==> src/rtl/pe_gen2_pkg.sv <==
// Shared definitions for the gen2 processing element: state encoding,
// configuration word layout and default parameter values.
package pe_gen2_pkg;

    localparam int DEF_DATA_BITS = 32;
    localparam int DEF_LANE_BITS = 8;
    localparam int DEF_P_MAX     = 4;
    localparam int DEF_S_MAX     = 3;
    localparam int DEF_F_BITS    = 5;

    typedef enum logic [2:0] {
        IDLE,
        READ_FILTER,
        READ_IFMAP,
        CALC,
        READ_IPSUM,
        WRITE_OPSUM
    } state_t;

    // Config word, LSB-first: q | F | p | s | ipsum_en | ifmap_signed
    function automatic int cfg_f_lsb(int q_w, int f_w, int p_w, int s_w);
        return q_w + 0 * (f_w + p_w + s_w);
    endfunction

    function automatic int cfg_p_lsb(int q_w, int f_w, int p_w, int s_w);
        return q_w + f_w + 0 * (p_w + s_w);
    endfunction

    function automatic int cfg_s_lsb(int q_w, int f_w, int p_w, int s_w);
        return q_w + f_w + p_w + 0 * s_w;
    endfunction

    function automatic int cfg_en_bit(int q_w, int f_w, int p_w, int s_w);
        return q_w + f_w + p_w + s_w;
    endfunction

    function automatic int cfg_bits(int q_w, int f_w, int p_w, int s_w);
        return q_w + f_w + p_w + s_w + 2;
    endfunction

endpackage

==> src/rtl/pe_gen2_mac.sv <==
// One packed-lane MAC step: pick a lane from each operand, signed multiply,
// sign-extend and add into the running channel sum.
module pe_gen2_mac
    import pe_gen2_pkg::*;
#(
    parameter int DATA_BITS = DEF_DATA_BITS,
    parameter int LANE_BITS = DEF_LANE_BITS,
    parameter int Q_W       = 2
) (
    input  logic [DATA_BITS-1:0] filter_word,
    input  logic [DATA_BITS-1:0] ifmap_word,
    input  logic [Q_W-1:0]       lane,
    input  logic [DATA_BITS-1:0] acc_in,
    output logic [DATA_BITS-1:0] acc_out
);

    logic signed [LANE_BITS-1:0]   op_f;
    logic signed [LANE_BITS-1:0]   op_x;
    logic signed [2*LANE_BITS-1:0] prod;

    always_comb begin
        op_f    = filter_word[int'(lane)*LANE_BITS +: LANE_BITS];
        op_x    = ifmap_word[int'(lane)*LANE_BITS +: LANE_BITS];
        prod    = op_f * op_x;
        acc_out = acc_in + {{(DATA_BITS-2*LANE_BITS){prod[2*LANE_BITS-1]}}, prod};
    end

endmodule

==> src/rtl/pe_gen2.sv <==
// Row-stationary processing element: loads filters, slides an ifmap window,
// accumulates packed-lane MACs per output channel and streams partial sums.
//
// state       | meaning
// IDLE        | waiting for PE_en; config latched on start
// READ_FILTER | loading (p+1)*(s+1) filter words, channel-major
// READ_IFMAP  | s+1 words for window 0, one word per later window
// CALC        | one lane MAC per cycle over lane, tap, channel
// READ_IPSUM  | adding one incoming partial sum per channel
// WRITE_OPSUM | emitting channels 0..p, then next window or IDLE
module pe_gen2
    import pe_gen2_pkg::*;
#(
    parameter int DATA_BITS = DEF_DATA_BITS,
    parameter int LANE_BITS = DEF_LANE_BITS,
    parameter int P_MAX     = DEF_P_MAX,
    parameter int S_MAX     = DEF_S_MAX,
    parameter int F_BITS    = DEF_F_BITS,
    localparam int LANES    = DATA_BITS / LANE_BITS,
    localparam int Q_W      = $clog2(LANES),
    localparam int P_W      = $clog2(P_MAX),
    localparam int S_W      = $clog2(S_MAX),
    localparam int CFG_BITS = cfg_bits(Q_W, F_BITS, P_W, S_W)
) (
    input  logic                 clk,
    input  logic                 rst,
    input  logic                 PE_en,
    input  logic [CFG_BITS-1:0]  i_config,
    input  logic [DATA_BITS-1:0] filter,
    input  logic                 filter_valid,
    output logic                 filter_ready,
    input  logic [DATA_BITS-1:0] ifmap,
    input  logic                 ifmap_valid,
    output logic                 ifmap_ready,
    input  logic [DATA_BITS-1:0] ipsum,
    input  logic                 ipsum_valid,
    output logic                 ipsum_ready,
    output logic [DATA_BITS-1:0] opsum,
    output logic                 opsum_valid,
    input  logic                 opsum_ready,
    output logic                 busy,
    output logic                 done
);

    localparam int F_LSB  = cfg_f_lsb(Q_W, F_BITS, P_W, S_W);
    localparam int P_LSB  = cfg_p_lsb(Q_W, F_BITS, P_W, S_W);
    localparam int S_LSB  = cfg_s_lsb(Q_W, F_BITS, P_W, S_W);
    localparam int EN_BIT = cfg_en_bit(Q_W, F_BITS, P_W, S_W);

    state_t state, state_nx;

    logic [CFG_BITS-1:0] cfg;
    logic [Q_W-1:0]      q_cfg;
    logic [F_BITS-1:0]   f_cfg;
    logic [P_W-1:0]      p_cfg;
    logic [S_W-1:0]      s_cfg;
    logic                ipsum_en;
    logic                ifmap_signed;

    logic [P_W-1:0]    p_cnt;
    logic [S_W-1:0]    t_cnt;
    logic [Q_W-1:0]    q_cnt;
    logic [F_BITS-1:0] win_cnt;

    logic [DATA_BITS-1:0] filt_spad [P_MAX][S_MAX];
    logic [DATA_BITS-1:0] tap       [S_MAX];
    logic [DATA_BITS-1:0] psum      [P_MAX];
    logic [DATA_BITS-1:0] ifmap_fix;
    logic [DATA_BITS-1:0] mac_acc;

    logic filter_xfer, ifmap_xfer, ipsum_xfer, opsum_xfer;
    logic p_last, t_last, q_last, win_last, ifmap_last;

    assign q_cfg        = cfg[0 +: Q_W];
    assign f_cfg        = cfg[F_LSB +: F_BITS];
    assign p_cfg        = cfg[P_LSB +: P_W];
    assign s_cfg        = cfg[S_LSB +: S_W];
    assign ipsum_en     = cfg[EN_BIT];
    assign ifmap_signed = cfg[EN_BIT+1];

    assign filter_xfer = filter_valid & filter_ready;
    assign ifmap_xfer  = ifmap_valid & ifmap_ready;
    assign ipsum_xfer  = ipsum_valid & ipsum_ready;
    assign opsum_xfer  = opsum_valid & opsum_ready;

    assign p_last     = (p_cnt == p_cfg);
    assign t_last     = (t_cnt == s_cfg);
    assign q_last     = (q_cnt == q_cfg);
    assign win_last   = (win_cnt == f_cfg);
    assign ifmap_last = (win_cnt == '0) ? t_last : 1'b1;

    assign opsum = (state == WRITE_OPSUM) ? psum[p_cnt] : '0;

    // Unsigned activations are re-biased into signed range lane by lane.
    always_comb begin
        ifmap_fix = ifmap;
        if (!ifmap_signed) begin
            for (int l = 0; l < LANES; l++) begin
                ifmap_fix[(l+1)*LANE_BITS-1] = ~ifmap[(l+1)*LANE_BITS-1];
            end
        end
    end

    pe_gen2_mac #(
        .DATA_BITS (DATA_BITS),
        .LANE_BITS (LANE_BITS),
        .Q_W       (Q_W)
    ) u_mac (
        .filter_word (filt_spad[p_cnt][t_cnt]),
        .ifmap_word  (tap[t_cnt]),
        .lane        (q_cnt),
        .acc_in      (psum[p_cnt]),
        .acc_out     (mac_acc)
    );

    always_ff @(posedge clk or posedge rst) begin
        if (rst) begin
            state <= IDLE;
        end else begin
            state <= state_nx;
        end
    end

    always_comb begin
        state_nx     = state;
        filter_ready = 1'b0;
        ifmap_ready  = 1'b0;
        ipsum_ready  = 1'b0;
        opsum_valid  = 1'b0;
        busy         = (state != IDLE);
        done         = 1'b0;
        case (state)
            IDLE: begin
                if (PE_en) state_nx = READ_FILTER;
            end
            READ_FILTER: begin
                filter_ready = 1'b1;
                if (filter_valid && p_last && t_last) state_nx = READ_IFMAP;
            end
            READ_IFMAP: begin
                ifmap_ready = 1'b1;
                if (ifmap_valid && ifmap_last) state_nx = CALC;
            end
            CALC: begin
                if (q_last && t_last && p_last) state_nx = ipsum_en ? READ_IPSUM : WRITE_OPSUM;
            end
            READ_IPSUM: begin
                ipsum_ready = 1'b1;
                if (ipsum_valid && p_last) state_nx = WRITE_OPSUM;
            end
            WRITE_OPSUM: begin
                opsum_valid = 1'b1;
                if (opsum_ready && p_last) begin
                    if (win_last) begin
                        state_nx = IDLE;
                        done     = 1'b1;
                    end else begin
                        state_nx = READ_IFMAP;
                    end
                end
            end
            default: state_nx = IDLE;
        endcase
    end

    always_ff @(posedge clk or posedge rst) begin
        if (rst) begin
            cfg     <= '0;
            p_cnt   <= '0;
            t_cnt   <= '0;
            q_cnt   <= '0;
            win_cnt <= '0;
            for (int i = 0; i < P_MAX; i++) psum[i] <= '0;
        end else begin
            case (state)
                IDLE: begin
                    p_cnt   <= '0;
                    t_cnt   <= '0;
                    q_cnt   <= '0;
                    win_cnt <= '0;
                    for (int i = 0; i < P_MAX; i++) psum[i] <= '0;
                    if (PE_en) cfg <= i_config;
                end
                READ_FILTER: begin
                    if (filter_xfer) begin
                        t_cnt <= t_last ? '0 : t_cnt + 1'b1;
                        if (t_last) begin
                            p_cnt <= p_last ? '0 : p_cnt + 1'b1;
                            if (p_last) begin
                                for (int i = 0; i < P_MAX; i++)
                                    if (i <= int'(p_cfg)) psum[i] <= '0;
                            end
                        end
                    end
                end
                READ_IFMAP: begin
                    if (ifmap_xfer) t_cnt <= ifmap_last ? '0 : t_cnt + 1'b1;
                end
                CALC: begin
                    psum[p_cnt] <= mac_acc;
                    q_cnt       <= q_last ? '0 : q_cnt + 1'b1;
                    if (q_last) begin
                        t_cnt <= t_last ? '0 : t_cnt + 1'b1;
                        if (t_last) p_cnt <= p_last ? '0 : p_cnt + 1'b1;
                    end
                end
                READ_IPSUM: begin
                    if (ipsum_xfer) begin
                        psum[p_cnt] <= psum[p_cnt] + ipsum;
                        p_cnt       <= p_last ? '0 : p_cnt + 1'b1;
                    end
                end
                WRITE_OPSUM: begin
                    if (opsum_xfer) begin
                        p_cnt <= p_last ? '0 : p_cnt + 1'b1;
                        if (p_last) begin
                            win_cnt <= win_last ? '0 : win_cnt + 1'b1;
                            if (!win_last) begin
                                for (int i = 0; i < P_MAX; i++)
                                    if (i <= int'(p_cfg)) psum[i] <= '0;
                            end
                        end
                    end
                end
                default: ;
            endcase
        end
    end

    // Filter and tap storage carry no reset; they are always rewritten before use.
    always_ff @(posedge clk) begin
        if (filter_xfer) filt_spad[p_cnt][t_cnt] <= filter;
        if (ifmap_xfer) begin
            for (int i = 0; i < S_MAX; i++) begin
                if (i == int'(s_cfg)) tap[i] <= ifmap_fix;
                else if (i < int'(s_cfg)) tap[i] <= tap[(i+1) % S_MAX];
            end
        end
    end

endmodule

==> config.mk <==
export PLATFORM = sky130hd
export DESIGN_NAME = pe_gen2
export DESIGN_NICKNAME = d
export VERILOG_FILES = /design/src/rtl/pe_gen2_pkg.sv /design/src/rtl/pe_gen2_mac.sv /design/src/rtl/pe_gen2.sv
export SDC_FILE = /design/constraint.sdc
export NUM_CORES = 1
export LEC_CHECK = 0
export CAP_MARGIN = 20
export CORE_MARGIN = 2
export CORE_UTILIZATION = 55
export CTS_CLUSTER_DIAMETER = 150
export DETAILED_ROUTE_END_ITERATION = 6
export GPL_ROUTABILITY_DRIVEN = 1
export PLACE_DENSITY = 0.74
export SKIP_LAST_GASP = 1
export SLEW_MARGIN = 20
export SYNTH_ARGS = -nofsm -noshare
export SYNTH_HDL_FRONTEND = slang
export SYNTH_SLANG_ARGS = --single-unit
==> constraint.sdc <==
create_clock -name clk -period 12.4 [get_ports clk]
set_input_delay 1.24 -clock clk [delete_from_list [all_inputs] [get_ports clk]]
set_output_delay 1.24 -clock clk [all_outputs]
set_load 0.01 [all_outputs]
**After elaboration in Yosys (flattened, before gate mapping)**

Memories as Yosys holds them, arrays and structs flattened.
Index checks and enable logic that the tools add are counted.

- Bits in registers: 155
- Latch bits: 0
- Memory bits (writable): 480
- Memory bits (read-only): 0
- Output and inout port bits: 38
- Logic and storage cells: 183
- Memories kept: 2

- $add $sub $neg: 6
- Multiply operators: 1
- Div/mod/pow operators: 0
- Magnitude comparators: 10
- Equality and inequality tests: 26
- Shift operators: 2
- Multiplexer cells: 90
- Bitwise gates (word level): 13
- Reductions and logical operators: 23

Memory list:

| name | depth | bits a word | read ports | clocked after Yosys merged registers in | wr ports | RTL line | text |
|---|---|---|---|---|---|---|---|
| filt_spad | 4 | 96 | 1 | 0 | 1 | pe_gen2.sv:65 | `logic [DATA_BITS-1:0] filt_spad [P_MAX][S_MAX];` |
| tap | 3 | 32 | 4 | 0 | 3 | pe_gen2.sv:66 | `logic [DATA_BITS-1:0] tap [S_MAX];` |

Operator list:

| kind | number |
|---|---|
| two-way mux 128 bit | 7 |
| case mux 128 bit (5 select lines) | 1 |
| two-way mux 32 bit | 13 |
| bitwise mux 128 bit | 2 |
| binary-select mux 32 bit (select 2 bit) | 2 |
| demux 32 bit (select 2 bit) | 2 |
| two-way mux 96 bit | 1 |
| adder 32 bit | 2 |
| indexed part select 32 x 6 -> 8 bit | 2 |
| two-way mux 1 bit | 35 |
| != test 2 bit (second input constant) | 14 |
| two-way mux 2 bit | 13 |
| two-way mux 3 bit | 6 |
| case mux 3 bit (6 select lines) | 1 |
| multiplier 8 x 8 -> 16 bit | 1 |
| two-way mux 5 bit | 3 |
| case mux 2 bit (5 select lines) | 1 |
| case mux 5 bit (2 select lines) | 1 |
| logical AND 1 bit | 9 |
| case mux 2 bit (4 select lines) | 1 |
| AND reduction 8 bit | 1 |
| adder 2 x 1 -> 2 bit (second input constant) | 3 |
| equality test 2 bit | 3 |
| equality test 3 x 2 -> 1 bit (second input constant) | 2 |
| other kinds (29) | 45 |

**Depth between registers and ports, before layout**

Gate-level depths: netlist of run 1.

- Word-level depth: 9
- Gate-level depth with buffers: 38

**By module**

A second synthesis of run 1 with hierarchy kept.

- Cell total of the unflattened synthesis: 2527
- Area, all modules: 33712.3 µm²

Modules (own cells, without submodules):

| module | instances | cells each | area each (µm²) |
|---|---|---|---|
| pe_gen2 | 1 | 2002 | 29195.5 |
| pe_gen2_mac | 1 | 525 | 4516.8 |

**Least setup slack after synthesis of run 1**

OpenSTA, ideal clock, no wires.

- Path type: register -> register
- From: reg p_cnt[0]
- To: reg psum[62] (netlist bit)
- Library setup time: 0.137 ns
- Arrival: 8.320 ns
- Data required time: 12.263 ns
- Slack: 3.943 ns
- Cell stages (with the launch flop): 32
- Period minus slack after synthesis: 8.457 ns
- Cell sequence: dfrtp_1 buf_2 buf_6 buf_2 mux4_2 mux4_2 a31oi_2 nor2_1 fa_1 inv_1 fa_1 inv_1 fa_1 inv_1 fa_1 inv_1 ha_1 o21ai_0 o21ai_0 nand3_1 a31oi_1 xnor2_1 ha_1 a221oi_1 o21ai_0 a22oi_1 nand2_1 o21ai_1 o221ai_1 nor4bb_1 nor4_2 a21oi_1

- Longest elaborated chain between the ends: 9
- Elaborated cells between the ends (all ways): 25

RTL lines:

| element | RTL line | text |
|---|---|---|
| start, declared | pe_gen2.sv:60 | `logic [P_W-1:0] p_cnt;` |
| start signal, assigned | pe_gen2.sv:188 | `p_cnt <= p_last ? '0 : p_cnt + 1'b1;` |
| start signal, assigned | pe_gen2.sv:204 | `if (t_last) p_cnt <= p_last ? '0 : p_cnt + 1'b1;` |
| start signal, assigned | pe_gen2.sv:210 | `p_cnt <= p_last ? '0 : p_cnt + 1'b1;` |
| memory read (4 x 96 bit) | - |  |
| binary-select mux 32 bit (select 2 bit) | pe_gen2.sv:109 | `.filter_word (filt_spad[p_cnt][t_cnt]),` |
| two-way mux 32 bit (implied by the code) (2 in a row) | pe_gen2.sv:109 |  |
| indexed part select 32 x 6 -> 8 bit | pe_gen2_mac.sv:22 | `op_f = filter_word[int'(lane)*LANE_BITS +: LANE_BITS];` |
| multiplier 8 x 8 -> 16 bit | pe_gen2_mac.sv:24 | `prod = op_f * op_x;` |
| adder 32 bit | pe_gen2_mac.sv:25 | `acc_out = acc_in + {{(DATA_BITS-2*LANE_BITS){prod[2*LANE_BITS-1]}}, prod};` |
| bitwise mux 128 bit | pe_gen2.sv:200 | `psum[p_cnt] <= mac_acc;` |
| case mux 128 bit (5 select lines) | pe_gen2.sv:175 | `case (state)` |
| end signal, assigned by index | pe_gen2.sv:200 |  |
| end signal, assigned by index | pe_gen2.sv:209 | `psum[p_cnt] <= psum[p_cnt] + ipsum;` |
| end, declared | pe_gen2.sv:67 | `logic [DATA_BITS-1:0] psum [P_MAX];` |

Several ways; a longest one is shown, not always the timed one. The select of a mux whose other input is x is not followed.
A chain may end at the register's enable or synchronous reset.

**Final worst setup path of run 1**

- From: reg p_cnt[1]
- To: reg psum[126] (netlist bit)

Same word-level chain as after synthesis.

==> results of run 1 <==
==> synthesized netlist by cell type (51+ instances only) <==
master / instances / share of area
sky130_fd_sc_hd__dfrtp_1: 155 / 0.11
sky130_fd_sc_hd__a21oi_1: 261 / 0.038
sky130_fd_sc_hd__edfxtp_1: 480 / 0.42
sky130_fd_sc_hd__mux4_2: 163 / 0.11
sky130_fd_sc_hd__nor2_1: 187 / 0.020
sky130_fd_sc_hd__a21o_1: 51 / 0.011
sky130_fd_sc_hd__nand2_1: 273 / 0.030
sky130_fd_sc_hd__o22a_1: 59 / 0.015
sky130_fd_sc_hd__xnor2_1: 52 / 0.013
sky130_fd_sc_hd__o21ai_0: 148 / 0.022
sky130_fd_sc_hd__clkbuf_1: 100 / 0.011
sky130_fd_sc_hd__and3_1: 57 / 0.010
sky130_fd_sc_hd__inv_1: 134 / 0.015
sky130_fd_sc_hd__ha_1: 100 / 0.036
sky130_fd_sc_hd__fa_1: 57 / 0.033
==> stage by stage <==
stage,instance area (um^2),instances
2_1_floorplan,34400,2754
3_3_place_gp,36700,3622
3_5_place_dp,36700,3622
4_1_cts,39000,3747
5_1_grt,39000,3749
6_report,39000,3751
==> critical path: cells and delay by family (launching register included) <==
kind	cells	cell delay, ps
flip-flops	1	890
AND/OR/NAND/NOR	5	900
multiplexers	3	1090
XOR/XNOR	1	160
buffers and inverters	5	820
adder cells (fa/ha/maj)	6	2640
AO/OA/AOI/OAI	14	2920
==> layer usage <==
| layer | track usage | up-vias | part of all wire |
|---|---|---|---|
| met5 | 0 | - | 0.00032 |
| met3 | 0.0543 | 219 | 0.088 |
| met2 | 0.480 | 1286 | 0.48 |
| met4 | 0.102 | 4 | 0.030 |
| li1 | - | 10563 | - |
| met1 | 0.396 | 12095 | 0.40 |
==> how the worst max path moves through the flow <==
stage,from,to,slack [ps]
finish,p_cnt[1]$_DFFE_PP0P_,psum[126]$_DFFE_PP0P_,2750
global route,p_cnt[0]$_DFFE_PP0P_,psum[126]$_DFFE_PP0P_,2160
CTS,p_cnt[0]$_DFFE_PP0P_,psum[126]$_DFFE_PP0P_,2780
detailed placement,p_cnt[0]$_DFFE_PP0P_,psum[126]$_DFFE_PP0P_,2870
global placement,p_cnt[0]$_DFFE_PP0P_,psum[126]$_DFFE_PP0P_,3020
floorplan,p_cnt[0]$_DFFE_PP0P_,psum[62]$_DFFE_PP0P_,3940
==> kinds of logic (layout without fill, tap and decap cells) <==
family	count (synthesis)	count (layout)	share of synthesized area
AO/OA/AOI/OAI	679	679	0.126
AND/OR/NAND/NOR	673	673	0.0880
flip-flops	635	635	0.532
buffers and inverters	290	448	0.0339
multiplexers	238	238	0.130
adder cells (fa/ha/maj)	157	157	0.0695
XOR/XNOR	82	82	0.0209
other	0	2	0
==> area by class of cell <==
| type | count | area [um^2] | share of cell area |
|---|---|---|---|
| multi-input combinational | 1829 | 15000 | 0.385 |
| timing repair buffer | 188 | 1840 | 0.0471 |
| antenna | 2 | 5.00 | 0.000128 |
| tap | 837 | 1050 | 0.0268 |
| clock inverter | 32 | 405 | 0.0104 |
| inverter | 135 | 512 | 0.0131 |
| sequential | 635 | 18300 | 0.469 |
| clock buffer | 93 | 1890 | 0.0484 |
==> state kept, by name, summed over array words and instances, names as in the netlist <==
name and flops:
filt_spad 384, p_cnt 2, state 3, cfg 13
q_cnt 2, psum 128, win_cnt 5, tap 96
t_cnt 2
==> results list, run 1 <==
- Result of the run: complete, no violations
* Iter 0 DRT Violations: 2545
- Post-Synthesis Cell Area: 0.0344 mm^2
* Worst r2r dst: psum[126]$_DFFE_PP0P_
* Slowest-stage cell, CP: sky130_fd_sc_hd__dfrtp_4
- Most frequent cells in the layout: sky130_fd_sc_hd__edfxtp_1 (480), sky130_fd_sc_hd__nand2_1 (271), sky130_fd_sc_hd__a21oi_1 (261)
- Type of the worst setup path: flop to flop
- Clock Tree Root: sky130_fd_sc_hd__clkbuf_16
- Once layout is complete, the utilization of the core stands at 0.631.
* Vias in the first global route: 24311
- Vias post-DR: 24167
- In this run the worst hold path is classified as flop to flop.
- Number of detailed-routing iterations run before antenna repair: 6
* Count of flip-flops with a built-in enable after synthesis: 480
* Transition time at the pin with the least slew margin: 1160 ps
- Flop-to-flop setup slack: 2750 ps
- At the end of routability-driven placement, the weighted congestion stood at 0.936.
* Detailed-placement wirelength estimate: 58700 um
- Detailed-route wire length per cell: 24.8 um
* Destination of the worst hold path: psum[37]$_DFFE_PP0P_
- The count of nets left with antenna violations once routing finished came out at 0.
- For this run, the top clock speed supported by timing is 104 MHz.
- Initial core utilization: 0.556
- Post-CTS repair changed the size of 0 cells.
* Core Footprint: 0.0618 mm^2
- Startpoint of the worst hold path: psum[37]$_DFFE_PP0P_
- After clock tree synthesis, the setup repair step added 0 buffers.
- Number of port buffers: 153
* Wire length of the first global-routing pass: 143000 um
- Synthesized flop and latch total: 635
- Setup repair after global routing left no endpoint under its margin.
- Synthesis handed over a netlist of 2754 instances.
- Counting flops with an async set or reset pin after synthesis yields a share of 0.244.
- When the netlist entered floorplanning its net count stood at 3027.
- Critical path data required time: 12840 ps
- Counting the buffers created by CTS gives 69.
* Share of post-route cells with drive strength above 1: 0.139
- Number of antenna violations at the first check in global routing: 5
- Number of remaining DRC errors: 0
* Clock sink count: 635
- At the worst endpoint, the arrival time is 10090 ps.
- In this run the number of H-tree levels came out at 3.
* Number of top-level pins: 154
* Most common cell after layout, fill and taps aside: sky130_fd_sc_hd__edfxtp_1
* Routed vias/inst: 6.44
- In this design, the stage delay of the slowest critical-path cell is 890 ps.
- Worst r2r src: p_cnt[1]$_DFFE_PP0P_
- A synthesized cell averages 12.5 um^2.
- After clock tree synthesis, the clock-pin slew on the worst setup and hold paths is 60 ps.
- Clock tree skew after final layout: 21.8 ps
- From synthesis to final layout, the design area changed by 13.4%.
- Worst hold slack: 505 ps
* Smallest setup slack after layout: 2750 ps
- For the worst-skew pair, the clock arrives at the later sink with an insertion delay of 620 ps.
- Sequential element share of the synthesized area: 0.532
- The worst setup path is captured at a flop.
- Most numerous cell on the critical path: sky130_fd_sc_hd__a21oi_1
* Number of warnings printed during yosys synthesis: 0
- At the placement stage, the worst setup path has a slack of 2870 ps.
- Routed WL: 93100 um
* Final count of hold timing violations: 0
- From left edge to right edge, the die measures 254 um.
- For this run, the total global-route usage over all layers was measured as 0.293.
* Worst max-slew margin expressed relative to the limit: 0.222
- The floorplan has 91 rows.
* Hold-critical path depth: 1
- Entering global routing, the biggest net connects 81 pins.
- In the synthesized netlist the dominant register cell turns out to be sky130_fd_sc_hd__edfxtp_1.
- Dividing the final minimum period by the clock period gives 0.778.
- Vertical die dimension: 254 um
* Residual overflow from global routing: 0
* Number of buffers inserted for hold repair after clock tree synthesis: 0
- STA classifies the critical path startpoint as a flop.
- The max-slew violation count came to 0.
* Area of the die: 0.0646 mm^2
- TritonCTS clock tree: done
- Along the worst path, the maximum fanout reaches 42.
- Netlist cell types: 82
- In the final design database the tool counted 3131 nets.
- After filler insertion, the fill cell instance count of the layout stands at 4534.
- For the final routed database, the setup TNS stands at 0 ps.
- Final period demand of the worst path: 9650 ps
* Depth of the worst register-to-register path: 34
- Setup violations remaining at the end of the flow were counted as 0.
* Max-cap violation count: 0
- Number of buffers between clock root and the deepest sink: 3
Power of run 1 is not shown: default switching activity piles up to over one toggle a cycle in this logic, so the estimate is an artifact.
==> run 2: changes to the inputs <==
clock period = 9.2 ns   (was 12.4 ns; I/O delays follow)
==> results list, run 2 (synthesis results as in run 1) <==
* Number of detailed-routing iterations run before antenna repair: 6 (unchanged)
- Most numerous cell on the critical path: sky130_fd_sc_hd__inv_1
- The max-slew violation count came to 0 (unchanged).
* Number of setup violations in the final report: 0 (unchanged)
- Slowest-stage cell, CP: sky130_fd_sc_hd__fa_1
- The number of cells after detailed placement was 3648 (+0.72%).
- STA classifies the critical path endpoint as a flop.
* Number of buffers between clock root and the deepest sink: 3 (unchanged)
- Final standard cell count with taps included and fillers excluded: 3791 (+1.1%)
- The CTS clock-pin slew for the worst setup and hold paths came to 60 ps (about the same).
- Number of remaining DRC errors: 0 (unchanged)
* RSZ-0062 raised after global routing: true
- Count of antenna-violating nets left after detailed routing: 0 (unchanged)
- The hold buffer count at cts came to 0 (unchanged).
* Area growth from synthesis to layout: 14.5%
- The standard-cell row count came to 91 (unchanged).
* Share of post-route cells with drive strength above 1: 0.153 (+0.0141)
- TritonCTS built the clock tree.
- The initial antenna violation count came to 4 (-1).
- The I/O pin total was 154 (unchanged).
- Transition time at the pin with the least slew margin: 1200 ps (+43.1 ps)
* Vias in the first global route: 24747 (+1.8%)
- The total clock sinks came to 635 (unchanged).
- The number of buffers inserted by port buffering came to 153 (unchanged).
- The total overflow reported by the global router was 0 (unchanged).
* Routed WL: 94100 um (+1.1%)
* Final nets: 3169 (+1.2%)
* Wire length of the first global-routing pass: 143000 um (+0.36%)
* Detailed-route wire length per cell: 24.8 um (about the same)
- Routed vias/inst: 6.43 (-0.14%)
- The height of the die was 254 um (unchanged).
* Worst max-slew margin expressed relative to the limit: 0.193 (-0.0289)
- CTS placed an instance of sky130_fd_sc_hd__clkbuf_16 at the clock tree root.
- Count of H-tree levels built during CTS: 3 (unchanged)
- The path class of the tightest hold or removal check is flop to flop.
- Die X-Extent: 254 um (unchanged)
- The arrival time of the worst setup path was 9190 ps (-900 ps).
* Result of the run: complete, no violations
- Counting flops per register, the top entry is filt_spad.
- The overall fraction of global-route tracks in use is 0.294 (+0.00125).
- The utilization after layout came to 0.637 (+0.00593).
* Area of the die: 0.0646 mm^2 (unchanged)
* Initial core utilization: 0.556 (unchanged)
- The worst clock skew on the final layout is 22.1 ps (+0.308 ps).
- Regs by FF count: filt_spad: 384 flops, psum: 128 flops, tap: 96 flops
- Type of the worst setup path: flop to flop
- Placer congestion estimate: 0.969 (+3.6%)
- Final count of hold timing violations: 0 (unchanged)
* Type of origin of the critical path: flop
- The total clock buffers created by CTS is 69 (unchanged).
- In the layout the commonest cells are sky130_fd_sc_hd__edfxtp_1 (480), sky130_fd_sc_hd__nand2_1 (272), sky130_fd_sc_hd__a21oi_1 (259).
- Achievable clock frequency: 115 MHz (+11%)
- The required time at the endpoint of the critical path is 9670 ps (-3170 ps).
- The total via count after detailed routing is 24390 (+0.92%).
- The largest fanout of any net on the critical path was 45 (+7.1%).
- The post-layout minimum cycle time is 8730 ps (-924 ps).
- Peak per-stage delay on the critical path: 630 ps (-260 ps)
- Latest clock arrival within the worst-skew pair: 630 ps (about the same)
* Max-cap violation count: 0 (unchanged)
- The initial detailed-routing violation count was 2923 (+15%).
* Most common cell after layout, fill and taps aside: sky130_fd_sc_hd__edfxtp_1
- Detailed-placement wirelength estimate: 59300 um (+0.97%)
* Final period util: 0.948 (+0.170)
- Core Footprint: 0.0618 mm^2 (unchanged)
- The flip-flop count of the largest register after layout is 384 (unchanged).
* Largest net degree at the start of global routing: 82 (+1.2%)
## run 2: changes by cell type in the layout (fill, tap and decap cells not counted), moves of 3 or more
cell                       before  now
sky130_fd_sc_hd__buf_12         2    9
sky130_fd_sc_hd__clkinv_2       7   13
sky130_fd_sc_hd__clkinv_1       5    9
sky130_fd_sc_hd__inv_6          7    2
sky130_fd_sc_hd__nor2_4         4    1
sky130_fd_sc_hd__nor2_2         1    4
sky130_fd_sc_hd__buf_4         32   63
## run 2: path summary, 6_finish.rpt
| path | from | endpoint | slack [ps] | depth (start not counted) |
|---|---|---|---|---|
| min in group asynchronous | rst | psum[63]$_DFFE_PP0P_ | 800 | 2 |
| setup reg to reg | p_cnt[1]$_DFFE_PP0P_ | psum[27]$_DFFE_PP0P_ | 470 | 35 |
| setup / recovery | p_cnt[1]$_DFFE_PP0P_ | psum[27]$_DFFE_PP0P_ | 470 | 35 |
| hold / removal | psum[74]$_DFFE_PP0P_ | psum[74]$_DFFE_PP0P_ | 510 | 1 |
| hold reg to reg | psum[74]$_DFFE_PP0P_ | psum[74]$_DFFE_PP0P_ | 510 | 1 |
| max in group asynchronous | rst | psum[60]$_DFFE_PP0P_ | 7250 | 4 |
## run 2: metal layers
metal	vias to the layer above	routed length (um)	track usage
met5	-	27	0
met1	12194	37000	0.394
li1	10641	-	-
met4	4	3090	0.107
met3	235	8800	0.0642
met2	1316	45200	0.477
## run 2: area by class of cell
class	instances	area [um^2]
timing repair buffer	226	2210
fill	4535	22400
clock inverter	36	362
inverter	135	512
clock buffer	90	1860
sequential	635	18300
tap	837	1050
antenna	3	7.51
multi-input combinational	1829	15100
## run 2: critical path, delay by kind of cell (launching register included)
| family | cells | cell delay (ps) |
|---|---|---|
| buffers and inverters | 10 | 1690 |
| AO/OA/AOI/OAI | 14 | 2470 |
| XOR/XNOR | 1 | 320 |
| AND/OR/NAND/NOR | 2 | 230 |
| adder cells (fa/ha/maj) | 6 | 2810 |
| multiplexers | 2 | 490 |
| flip-flops | 1 | 550 |
## run 2: per-stage QoR
stage	instance area (um^2)	setup WS, ps	TNS, ps	hold WS, ps
6_report	39400	474	0	506
5_1_grt	39400	-40.5	-126	517
4_1_cts	39200	71.5	0	502
3_5_place_dp	36900	195	0	490
3_3_place_gp	36900	464	0	476
2_1_floorplan	34400	743	0	465
## run 2: what timing repair did
action                     4_1_cts  5_1_grt
setup buffers                    0       13
setup endpoints to repair        0       59
gates resized for setup          0       15
Power of run 2 is left out for the same reason.
